===== src/rtl/apbarbiter_if.sv =====
// Upstream (NM masters) and downstream (one slave) APB signal bundle for apbarbiter.
// The slave modport is the arbiter's view; the master modport is the surrounding fabric's view.
interface apbarbiter_if #(
    parameter int NM               = 2,
    parameter int C_APB_ADDR_WIDTH = 12,
    parameter int C_APB_DATA_WIDTH = 32
);
    localparam int AW = C_APB_ADDR_WIDTH;
    localparam int DW = C_APB_DATA_WIDTH;
    localparam int SW = C_APB_DATA_WIDTH / 8;

    logic [NM-1:0]      S_APB_PSEL;
    logic [NM-1:0]      S_APB_PENABLE;
    logic [NM-1:0]      S_APB_PREADY;
    logic [NM*AW-1:0]   S_APB_PADDR;
    logic [NM-1:0]      S_APB_PWRITE;
    logic [NM*DW-1:0]   S_APB_PWDATA;
    logic [NM*SW-1:0]   S_APB_PWSTRB;
    logic [NM*3-1:0]    S_APB_PPROT;
    logic [DW-1:0]      S_APB_PRDATA;
    logic [NM-1:0]      S_APB_PSLVERR;

    logic               M_APB_PSEL;
    logic               M_APB_PENABLE;
    logic               M_APB_PREADY;
    logic [AW-1:0]      M_APB_PADDR;
    logic               M_APB_PWRITE;
    logic [DW-1:0]      M_APB_PWDATA;
    logic [SW-1:0]      M_APB_PWSTRB;
    logic [2:0]         M_APB_PPROT;
    logic [DW-1:0]      M_APB_PRDATA;
    logic               M_APB_PSLVERR;

    modport slave (
        input  S_APB_PSEL, S_APB_PENABLE, S_APB_PADDR, S_APB_PWRITE,
               S_APB_PWDATA, S_APB_PWSTRB, S_APB_PPROT,
        output S_APB_PREADY, S_APB_PRDATA, S_APB_PSLVERR,
        output M_APB_PSEL, M_APB_PENABLE, M_APB_PADDR, M_APB_PWRITE,
               M_APB_PWDATA, M_APB_PWSTRB, M_APB_PPROT,
        input  M_APB_PREADY, M_APB_PRDATA, M_APB_PSLVERR
    );

    modport master (
        output S_APB_PSEL, S_APB_PENABLE, S_APB_PADDR, S_APB_PWRITE,
               S_APB_PWDATA, S_APB_PWSTRB, S_APB_PPROT,
        input  S_APB_PREADY, S_APB_PRDATA, S_APB_PSLVERR,
        input  M_APB_PSEL, M_APB_PENABLE, M_APB_PADDR, M_APB_PWRITE,
               M_APB_PWDATA, M_APB_PWSTRB, M_APB_PPROT,
        output M_APB_PREADY, M_APB_PRDATA, M_APB_PSLVERR
    );
endinterface


===== src/rtl/apbarbiter.sv =====
// Round-robin arbiter sharing one APB slave among NM masters; request to PREADY is 3+W cycles.
// One transfer in flight: other masters simply wait with PSEL high until granted in IDLE.
module apbarbiter #(
    parameter int NM               = 2,
    parameter int C_APB_ADDR_WIDTH = 12,
    parameter int C_APB_DATA_WIDTH = 32,
    parameter bit OPT_LOWPOWER     = 1'b0
) (
    input  logic        PCLK,
    input  logic        PRESETn,
    apbarbiter_if.slave apb
);
    localparam int AW = C_APB_ADDR_WIDTH;
    localparam int DW = C_APB_DATA_WIDTH;
    localparam int SW = C_APB_DATA_WIDTH / 8;
    localparam int GW = $clog2(NM);

    typedef enum logic [1:0] {
        IDLE   = 2'd0,
        SETUP  = 2'd1,
        ACCESS = 2'd2,
        RESP   = 2'd3
    } state_t;

    state_t          state_q,   state_d;
    logic [GW-1:0]   grant_q,   grant_d;
    logic [GW-1:0]   last_q,    last_d;
    logic            psel_q,    psel_d;
    logic            penable_q, penable_d;
    logic [AW-1:0]   paddr_q,   paddr_d;
    logic            pwrite_q,  pwrite_d;
    logic [DW-1:0]   pwdata_q,  pwdata_d;
    logic [SW-1:0]   pwstrb_q,  pwstrb_d;
    logic [2:0]      pprot_q,   pprot_d;
    logic [DW-1:0]   prdata_q,  prdata_d;
    logic            pslverr_q, pslverr_d;
    logic [NM-1:0]   pready_q,  pready_d;

    logic            req_found;
    logic [GW-1:0]   req_pick;
    logic [GW-1:0]   req_cand;

    // Upstream PENABLE carries no information for arbitration: any selected master is a request.
    logic            unused_penable;
    assign unused_penable = |apb.S_APB_PENABLE;

    always_comb begin
        state_d   = state_q;
        grant_d   = grant_q;
        last_d    = last_q;
        psel_d    = psel_q;
        penable_d = penable_q;
        paddr_d   = paddr_q;
        pwrite_d  = pwrite_q;
        pwdata_d  = pwdata_q;
        pwstrb_d  = pwstrb_q;
        pprot_d   = pprot_q;
        prdata_d  = prdata_q;
        pslverr_d = pslverr_q;
        pready_d  = '0;

        // Search upward from the port after the last winner, wrapping, so the last winner ranks lowest.
        req_found = 1'b0;
        req_pick  = '0;
        req_cand  = '0;
        for (int i = 1; i <= NM; i++) begin
            req_cand = GW'((int'(last_q) + i) % NM);
            if (!req_found && apb.S_APB_PSEL[req_cand]) begin
                req_found = 1'b1;
                req_pick  = req_cand;
            end
        end

        case (state_q)
            IDLE: begin
                if (req_found) begin
                    state_d  = SETUP;
                    grant_d  = req_pick;
                    last_d   = req_pick;
                    psel_d   = 1'b1;
                    pwrite_d = apb.S_APB_PWRITE[req_pick];
                    for (int p = 0; p < NM; p++) begin
                        if (req_pick == GW'(p)) begin
                            paddr_d  = apb.S_APB_PADDR[p*AW +: AW];
                            pwdata_d = apb.S_APB_PWDATA[p*DW +: DW];
                            pwstrb_d = apb.S_APB_PWSTRB[p*SW +: SW];
                            pprot_d  = apb.S_APB_PPROT[p*3 +: 3];
                        end
                    end
                end
            end
            SETUP: begin
                state_d   = ACCESS;
                penable_d = 1'b1;
            end
            ACCESS: begin
                if (apb.M_APB_PREADY) begin
                    state_d            = RESP;
                    psel_d             = 1'b0;
                    penable_d          = 1'b0;
                    prdata_d           = apb.M_APB_PRDATA;
                    pslverr_d          = apb.M_APB_PSLVERR;
                    pready_d[grant_q]  = 1'b1;
                    if (OPT_LOWPOWER) begin
                        paddr_d  = '0;
                        pwrite_d = 1'b0;
                        pwdata_d = '0;
                        pwstrb_d = '0;
                        pprot_d  = '0;
                    end
                end
            end
            RESP: begin
                // Granted master still holds PSEL this cycle, so no arbitration here.
                state_d = IDLE;
            end
            default: begin
                state_d = IDLE;
            end
        endcase
    end

    always_ff @(posedge PCLK or negedge PRESETn) begin
        if (!PRESETn) begin
            state_q   <= IDLE;
            grant_q   <= '0;
            last_q    <= GW'(NM - 1);
            psel_q    <= 1'b0;
            penable_q <= 1'b0;
            paddr_q   <= '0;
            pwrite_q  <= 1'b0;
            pwdata_q  <= '0;
            pwstrb_q  <= '0;
            pprot_q   <= '0;
            prdata_q  <= '0;
            pslverr_q <= 1'b0;
            pready_q  <= '0;
        end else begin
            state_q   <= state_d;
            grant_q   <= grant_d;
            last_q    <= last_d;
            psel_q    <= psel_d;
            penable_q <= penable_d;
            paddr_q   <= paddr_d;
            pwrite_q  <= pwrite_d;
            pwdata_q  <= pwdata_d;
            pwstrb_q  <= pwstrb_d;
            pprot_q   <= pprot_d;
            prdata_q  <= prdata_d;
            pslverr_q <= pslverr_d;
            pready_q  <= pready_d;
        end
    end

    assign apb.M_APB_PSEL    = psel_q;
    assign apb.M_APB_PENABLE = penable_q;
    assign apb.M_APB_PADDR   = paddr_q;
    assign apb.M_APB_PWRITE  = pwrite_q;
    assign apb.M_APB_PWDATA  = pwdata_q;
    assign apb.M_APB_PWSTRB  = pwstrb_q;
    assign apb.M_APB_PPROT   = pprot_q;

    assign apb.S_APB_PREADY  = pready_q;
    assign apb.S_APB_PSLVERR = {NM{pslverr_q}} & pready_q;
    assign apb.S_APB_PRDATA  = (OPT_LOWPOWER && !(|pready_q)) ? '0 : prdata_q;
endmodule

===== src/flat_wrapper.sv =====
// flat-port wrapper written by rule: the top's interface ports become plain ports
module apbarbiter_flat 
#(
    parameter int NM               = 2,
    parameter int C_APB_ADDR_WIDTH = 12,
    parameter int C_APB_DATA_WIDTH = 32,
    parameter bit OPT_LOWPOWER     = 1'b0
)
  (PCLK, PRESETn, apb_S_APB_PSEL, apb_S_APB_PENABLE, apb_S_APB_PADDR, apb_S_APB_PWRITE, apb_S_APB_PWDATA, apb_S_APB_PWSTRB, apb_S_APB_PPROT, apb_S_APB_PREADY, apb_S_APB_PRDATA, apb_S_APB_PSLVERR, apb_M_APB_PSEL, apb_M_APB_PENABLE, apb_M_APB_PADDR, apb_M_APB_PWRITE, apb_M_APB_PWDATA, apb_M_APB_PWSTRB, apb_M_APB_PPROT, apb_M_APB_PREADY, apb_M_APB_PRDATA, apb_M_APB_PSLVERR);
  apbarbiter_if #(.NM(NM), .C_APB_ADDR_WIDTH(C_APB_ADDR_WIDTH), .C_APB_DATA_WIDTH(C_APB_DATA_WIDTH)) apb_i ();
  input  logic PCLK;
  input  logic PRESETn;
  input wire logic [$bits(apb_i.S_APB_PSEL)-1:0] apb_S_APB_PSEL;
  input wire logic [$bits(apb_i.S_APB_PENABLE)-1:0] apb_S_APB_PENABLE;
  input wire logic [$bits(apb_i.S_APB_PADDR)-1:0] apb_S_APB_PADDR;
  input wire logic [$bits(apb_i.S_APB_PWRITE)-1:0] apb_S_APB_PWRITE;
  input wire logic [$bits(apb_i.S_APB_PWDATA)-1:0] apb_S_APB_PWDATA;
  input wire logic [$bits(apb_i.S_APB_PWSTRB)-1:0] apb_S_APB_PWSTRB;
  input wire logic [$bits(apb_i.S_APB_PPROT)-1:0] apb_S_APB_PPROT;
  output wire logic [$bits(apb_i.S_APB_PREADY)-1:0] apb_S_APB_PREADY;
  output wire logic [$bits(apb_i.S_APB_PRDATA)-1:0] apb_S_APB_PRDATA;
  output wire logic [$bits(apb_i.S_APB_PSLVERR)-1:0] apb_S_APB_PSLVERR;
  output wire logic [$bits(apb_i.M_APB_PSEL)-1:0] apb_M_APB_PSEL;
  output wire logic [$bits(apb_i.M_APB_PENABLE)-1:0] apb_M_APB_PENABLE;
  output wire logic [$bits(apb_i.M_APB_PADDR)-1:0] apb_M_APB_PADDR;
  output wire logic [$bits(apb_i.M_APB_PWRITE)-1:0] apb_M_APB_PWRITE;
  output wire logic [$bits(apb_i.M_APB_PWDATA)-1:0] apb_M_APB_PWDATA;
  output wire logic [$bits(apb_i.M_APB_PWSTRB)-1:0] apb_M_APB_PWSTRB;
  output wire logic [$bits(apb_i.M_APB_PPROT)-1:0] apb_M_APB_PPROT;
  input wire logic [$bits(apb_i.M_APB_PREADY)-1:0] apb_M_APB_PREADY;
  input wire logic [$bits(apb_i.M_APB_PRDATA)-1:0] apb_M_APB_PRDATA;
  input wire logic [$bits(apb_i.M_APB_PSLVERR)-1:0] apb_M_APB_PSLVERR;
  assign apb_i.S_APB_PSEL = apb_S_APB_PSEL;
  assign apb_i.S_APB_PENABLE = apb_S_APB_PENABLE;
  assign apb_i.S_APB_PADDR = apb_S_APB_PADDR;
  assign apb_i.S_APB_PWRITE = apb_S_APB_PWRITE;
  assign apb_i.S_APB_PWDATA = apb_S_APB_PWDATA;
  assign apb_i.S_APB_PWSTRB = apb_S_APB_PWSTRB;
  assign apb_i.S_APB_PPROT = apb_S_APB_PPROT;
  assign apb_S_APB_PREADY = apb_i.S_APB_PREADY;
  assign apb_S_APB_PRDATA = apb_i.S_APB_PRDATA;
  assign apb_S_APB_PSLVERR = apb_i.S_APB_PSLVERR;
  assign apb_M_APB_PSEL = apb_i.M_APB_PSEL;
  assign apb_M_APB_PENABLE = apb_i.M_APB_PENABLE;
  assign apb_M_APB_PADDR = apb_i.M_APB_PADDR;
  assign apb_M_APB_PWRITE = apb_i.M_APB_PWRITE;
  assign apb_M_APB_PWDATA = apb_i.M_APB_PWDATA;
  assign apb_M_APB_PWSTRB = apb_i.M_APB_PWSTRB;
  assign apb_M_APB_PPROT = apb_i.M_APB_PPROT;
  assign apb_i.M_APB_PREADY = apb_M_APB_PREADY;
  assign apb_i.M_APB_PRDATA = apb_M_APB_PRDATA;
  assign apb_i.M_APB_PSLVERR = apb_M_APB_PSLVERR;
  apbarbiter #(.NM(NM), .C_APB_ADDR_WIDTH(C_APB_ADDR_WIDTH), .C_APB_DATA_WIDTH(C_APB_DATA_WIDTH), .OPT_LOWPOWER(OPT_LOWPOWER)) u_core (.PCLK(PCLK), .PRESETn(PRESETn), .apb(apb_i));
endmodule

===== config.mk =====
export PLATFORM = sky130hd
export DESIGN_NAME = apbarbiter_flat
export DESIGN_NICKNAME = d
export VERILOG_FILES = /design/src/rtl/apbarbiter_if.sv /design/src/rtl/apbarbiter.sv /design/src/flat_wrapper.sv
export SDC_FILE = /design/constraint.sdc
export NUM_CORES = 1
export LEC_CHECK = 0
export BUFFER_PORTS_ARGS = -buffer_cell sky130_fd_sc_hd__buf_2
export CAP_MARGIN = 20
export CORE_UTILIZATION = 47
export CTS_BUF_LIST = sky130_fd_sc_hd__clkbuf_16
export CTS_CLUSTER_DIAMETER = 120
export DETAILED_ROUTE_END_ITERATION = 10
export GPL_ROUTABILITY_DRIVEN = 0
export PLACE_DENSITY = 0.86
export SYNTH_ARGS = -nofsm -noshare
export SYNTH_HDL_FRONTEND = slang
export SYNTH_SLANG_ARGS = --single-unit

===== constraint.sdc =====
create_clock -name PCLK -period 2.8 [get_ports PCLK]
set_clock_uncertainty 0.05 [all_clocks]
set_input_delay 0.14 -clock PCLK [delete_from_list [all_inputs] [get_ports PCLK]]
set_output_delay 0.14 -clock PCLK [all_outputs]
set_load 0.02 [all_outputs]

==> results of run 1 <==
==> cell type report <==
type                            instances  share of cell area
Inverter                                5             0.00301
Timing Repair Buffer                  307               0.311
Sequential cell                        93               0.373
Clock buffer                            9              0.0361
Tap cell                              105              0.0211
Clock inverter                          7              0.0157
Multi-Input combinational cell        267               0.240
==> kinds of logic after synthesis <==
logic type               count (synthesis)  synth area share
adder cells (fa/ha/maj)                  4            0.0126
buffers and inverters                   31            0.0381
AND/OR/NAND/NOR                        113             0.109
multiplexers                            35            0.0990
AO/OA/AOI/OAI                          115             0.155
flip-flops                              93             0.587
==> metrics by stage <==
stage | cells | worst slack (ps) | hold slack, ps | power (µW) | cell area (µm²)
3_3_place_gp | 706 | 861 | 323 | 5360 | 5180
6_report | 793 | 740 | 6.58 | 7000 | 6240
2_1_floorplan | 391 | 1230 | -206 | 4430 | 3970
3_5_place_dp | 706 | 769 | 325 | 5520 | 5180
5_1_grt | 793 | 621 | -1.89 | 7410 | 6240
4_1_cts | 789 | 754 | 0.729 | 6900 | 6180
==> power by group through the flow <==
stage | clock network (µW) | registers [µW] | logic (µW)
6_report | 1300 | 2410 | 3290
5_1_grt | 1380 | 2470 | 3560
3_5_place_dp | 0 | 2380 | 3130
3_3_place_gp | 0 | 2340 | 3020
4_1_cts | 1320 | 2370 | 3210
2_1_floorplan | 0 | 3160 | 1260
==> metal layers <==
metal,wire length (µm),GRT usage
met1,4850,0.315
met3,950,0.0607
met4,558,0.156
met2,7070,0.532
met5,0,0
==> path summary, 6_finish.rpt <==
check / to / slack (ps) / cells after the start
max: u_core.apb.S_APB_PRDATA[5] / 740 / 5
min: u_core.apb.S_APB_PRDATA[1] / 7 / 2
max reg2reg: u_core.apb.S_APB_PRDATA[5] / 740 / 5
min reg2reg: u_core.apb.S_APB_PREADY[0] / 430 / 1
max in group asynchronous: u_core.last_q / 1790 / 3
min in group asynchronous: u_core.apb.S_APB_PRDATA[14] / 230 / 2
==> synthesized netlist by cell type <==
| library cell | number |
|---|---|
| o2bb2ai_1 | 1 |
| a21boi_4 | 1 |
| o31ai_1 | 1 |
| mux2i_1 | 1 |
| inv_1 | 5 |
| dfstp_2 | 1 |
| o32a_1 | 1 |
| nor2_1 | 56 |
| o22ai_1 | 1 |
| a31oi_1 | 1 |
| a21oi_1 | 105 |
| o21ai_0 | 1 |
| buf_2 | 25 |
| a21bo_2 | 1 |
| nand2_1 | 54 |
| mux2_2 | 34 |
| dfrtp_1 | 92 |
| buf_4 | 1 |
| o21a_1 | 1 |
| and2_1 | 2 |
| and3_1 | 1 |
| o21ai_2 | 1 |
| ha_1 | 4 |
==> what timing repair did <==
item	in CTS	in global routing
hold buffers	67	3
setup endpoints to repair	0	0
hold endpoints to repair	67	21
==> state kept, by name, summed over array words and instances, names as in the netlist, 2 cells and up <==
register                 count
u_core.apb.S_APB_PRDATA     32
u_core.apb.M_APB_PPROT       3
u_core.apb.M_APB_PADDR      12
u_core.apb.M_APB_PWSTRB      4
u_core.state_q               2
u_core.apb.M_APB_PWDATA     32
u_core.apb.S_APB_PREADY      2
==> worst max-delay path, delay by kind of cell (launching register included) <==
| family | cells | cell delay (ps) |
|---|---|---|
| buffers and inverters | 2 | 480 |
| AND/OR/NAND/NOR | 1 | 400 |
| multiplexers | 1 | 390 |
| flip-flops | 1 | 350 |
| adder cells (fa/ha/maj) | 1 | 270 |
==> flow_summary.json, run 1 <==
{
  "ios": 234,
  "p_int_uw": 4060,
  "regArea_mm2": 0.00233,
  "fin_crit_sh": 0.736,
  "hold_violations": 0,
  "multiInputGateArea_mm2": 0.00150,
  "final_common_cell": "buf_2",
  "grt.total_usage": 0.292,
  "tritoncts": "yes",
  "num_vias": 4186,
  "syn_area_mm2": 0.00397,
  "comb_power_share": 0.469,
  "clock_latency_ps": 320,
  "die_x_um": 93.9,
  "synthTopCellsByArea": "dfrtp_1 58%, a21oi_1 13%, mux2_2 9.6%",
  "post_cts_resized": 0,
  "ys_warn_count": 0,
  "pwr-share-seq": 0.345,
  "finish.utilization": 0.763,
  "period_needed_ps": 2060,
  "drcViolationCount": 0,
  "drt_pre_antenna_iters": 4,
  "postSynthCellCount": 391,
  "start_util": 0.485,
  "setup_viol": 0,
  "max_stage_delay_ps": 400,
  "p_leak_uw": 0.00313,
  "ys_seq_area_frac": 0.587,
  "avgSynthCellArea_um2": 10.2,
  "reg2reg_from": "u_core.state_q[0]",
  "crit_type": "flop to flop",
  "core_region_area_mm2": 0.00818,
  "n_antenna_cell": 0,
  "syn_nets": 539,
  "cts_buffer_depth": 2,
  "endpoint_kind": "flop",
  "grt_max_degree": 94,
  "cts-root-buf": "clkbuf_16",
  "first_global_vias": 4342,
  "p_switching_uw": 2940,
  "status": "finished clean",
  "report.final.slew_viol_count": 0,
  "synth_cell_types": 23,
  "rsz0062_at_grt": "false",
  "fillers": 515,
  "cts_sinks": 93,
  "ant_nets": 0,
  "grt_pass1_wl_mm": 19.9,
  "dp_hpwl_mm": 7.58,
  "nets": 831,
  "drive_above_1_share": 0.423,
  "path_max_fanout": 23,
  "tightest_slew_ps": 727,
  "grt_overflow": 0,
  "fp-row-count": 33,
  "swShare": 0.420,
  "drt_iter0_markers": 211,
  "synth.top_cell.area_share": 0.580,
  "final_cell_mix": "230 x buf_2, 105 x a21oi_1, 92 x dfrtp_1",
  "finalSetupTns_ps": 0,
  "grt_antenna_before_repair": 0,
  "ys_ff_latch": 93,
  "yosysTopAreaCell": "dfrtp_1",
  "vias_per_cell": 5.28,
  "powerDensity_mw_per_mm2": 1120,
  "hold_class": "input pin to flop",
  "portBuffers": 231,
  "crit_chain": "inv_1, ha_1, nand2_1, buf_4, mux2_2",
  "relSlewSlack": 0.514,
  "routed_wl_mm": 13.4,
  "ir_drop_v": 0.000490,
  "cpMaxStageDelayCell": "nand2_1",
  "syn2layout_area_growth_pct": 57.1,
  "clkPwrFrac": 0.186,
  "worst_ep_required_time_ps": 2950,
  "post-cts-setup-buffers": 0,
  "cts_max_level": 3,
  "arrival_ps": 2210,
  "fmax_ghz": 0.485,
  "worstHoldStart": "apb_M_APB_PRDATA[1]",
  "wl_per_cell_um": 16.9,
  "drv_cap": 0,
  "startpoint": "u_core.state_q[0]",
  "cts_inserted_buffers": 9,
  "die-height_um": 93.9,
  "crit_path_start_kind": "flop",
  "dieArea_mm2": 0.00882,
  "clk_pin_slew_worst_paths_ps": 60
}
(Power assumes the default switching activity.)
==> run 2, diff against run 1 <==
Settings changed: CORE_UTILIZATION 47 to 44, PLACE_DENSITY 0.86 to 0.81.
Clock period 2.8 ns to 1.99 ns, I/O delays scaled along.
==> run 2 against run 1 <==
Net effect:
- via count up 0.76%
- largest power group unchanged
- cell area up 3.7%
- worst hold slack better by 2.3 ps
- critical path depth down 1
- power up 39%
- setup slack worse by 540 ps
==> flow_summary.json, run 2 (same netlist as run 1, synthesis figures left out) <==
{
  "num_vias": 4218,
  "fmax_ghz": 0.560,
  "period_needed_ps": 1790,
  "crit_path_start_kind": "flop",
  "core_region_area_mm2": 0.00872,
  "worst_ep_required_time_ps": 2190,
  "post-place-cells": 713,
  "dieArea_mm2": 0.00940,
  "die_x_um": 97.0,
  "reg2reg_depth": 4,
  "hold_class": "input pin to flop",
  "report.final.slew_viol_count": 0,
  "finalSetupTns_ps": 0,
  "drv_cap": 0,
  "status": "finished clean",
  "syn2layout_area_growth_pct": 62.9,
  "n_antenna_cell": 0,
  "powerDensity_mw_per_mm2": 1510,
  "cts_inserted_buffers": 9,
  "grt_antenna_before_repair": 0,
  "dp_hpwl_mm": 7.60,
  "relSlewSlack": 0.608,
  "start_util": 0.455,
  "ir_drop_v": 0.000720,
  "crit_type": "flop to flop",
  "fp-row-count": 34,
  "grt_overflow": 0,
  "finish.utilization": 0.741,
  "path_max_fanout": 35,
  "routed_wl_mm": 13.2,
  "first_global_vias": 4448,
  "hold_depth": 3,
  "ant_nets": 0,
  "portBuffers": 231,
  "stdcell_area_mm2": 0.00647,
  "cts_max_level": 3,
  "cts_buffer_depth": 2,
  "die-height_um": 97.0,
  "ios": 234,
  "drt_iter0_markers": 181,
  "grt_pass1_wl_mm": 21.3,
  "setup_viol": 0,
  "nets": 856,
  "arrival_ps": 1990,
  "tritoncts": "yes",
  "clk_pin_slew_worst_paths_ps": 80,
  "final_common_cell": "buf_2",
  "rsz0062_at_grt": "false",
  "worstHoldStart": "apb_S_APB_PWDATA[62]",
  "clock_latency_ps": 330,
  "reg2reg_slack_ps": 200,
  "wl_per_cell_um": 16.1,
  "drt_pre_antenna_iters": 5,
  "fin_total_pwr_uw": 9750,
  "grt.total_usage": 0.286,
  "vias_per_cell": 5.14,
  "min_to": "u_core.apb.M_APB_PWDATA[30]",
  "final_cell_mix": "230 x buf_2, 105 x a21oi_1, 92 x dlygate4sd3_1, 92 x dfrtp_1, 56 x nor2_1",
  "p_leak_uw": 0.00323,
  "post_dp_cell_area_mm2": 0.00526,
  "reg2reg_from": "u_core.last_q",
  "fin_crit_sh": 0.898,
  "drive_above_1_share": 0.412,
  "tightest_slew_ps": 586,
  "cts-root-buf": "clkbuf_16",
  "final_cell_count_no_fill": 821,
  "grt_max_degree": 55,
  "endpoint_kind": "flop",
  "hold_violations": 0,
  "drcViolationCount": 0,
  "cts_sinks": 93,
  "r2r_end": "u_core.apb.M_APB_PWDATA[1]"
}
[run 2: layer usage]
layer | track usage | up-vias | routed length [µm] | share of wire
met5 | 0 | - | 0 | 0
met4 | 0.153 | 0 | 463 | 0.035
met3 | 0.0571 | 40 | 834 | 0.063
met2 | 0.511 | 208 | 6940 | 0.52
met1 | 0.318 | 2012 | 5010 | 0.38
li1 | - | 1958 | - | -
[run 2: stage by stage]
stage          setup slack, ps  hold slack [ps]
2_1_floorplan              424             -246
3_3_place_gp               299            -88.9
3_5_place_dp               218            -87.8
4_1_cts                    209            0.287
5_1_grt                   91.9             6.53
6_report                   204             8.87
[run 2: power by group]
group / switching [µW] / leakage, µW / internal [µW]
logic: 2880 / 0.00202 / 1820
registers: 527 / 0.00106 / 2860
clock network: 783 / 0.000144 / 881
total: 4190 / 0.00323 / 5560
[run 2: worst max path at each step]
| stage | startpoint | to | cells after the start |
|---|---|---|---|
| 3_5_place_dp | u_core.last_q | u_core.apb.M_APB_PADDR[7] | 4 |
| 2_1_floorplan | u_core.state_q[0] | u_core.apb.S_APB_PRDATA[10] | 5 |
| 3_3_place_gp | u_core.last_q | u_core.apb.M_APB_PADDR[10] | 4 |
| 5_1_grt | u_core.last_q | u_core.apb.M_APB_PWDATA[4] | 4 |
| 6_report | u_core.last_q | u_core.apb.M_APB_PWDATA[1] | 4 |
| 4_1_cts | u_core.last_q | u_core.apb.M_APB_PADDR[7] | 4 |
[run 2: critical path, stage by stage (launching register included)]
cell and delay, ps:
dfstp_2 400, a21boi_4 450, buf_4 460, a21oi_1 130, a21oi_1 200
[run 2: area by class of cell]
type / count / area (µm²)
flip-flops and latches: 93 / 2330
multi-input cells: 267 / 1500
fillers: 562 / 2250
clock inverters: 7 / 63.8
clock buffers: 9 / 225
well taps: 108 / 135
repair buffers: 332 / 2200
inverters: 5 / 18.8
[run 2: repair_timing]
item                      CTS  global route
setup buffers               0             0
gates resized for setup     0             0
hold endpoints to repair  179             0
hold buffers               92             0
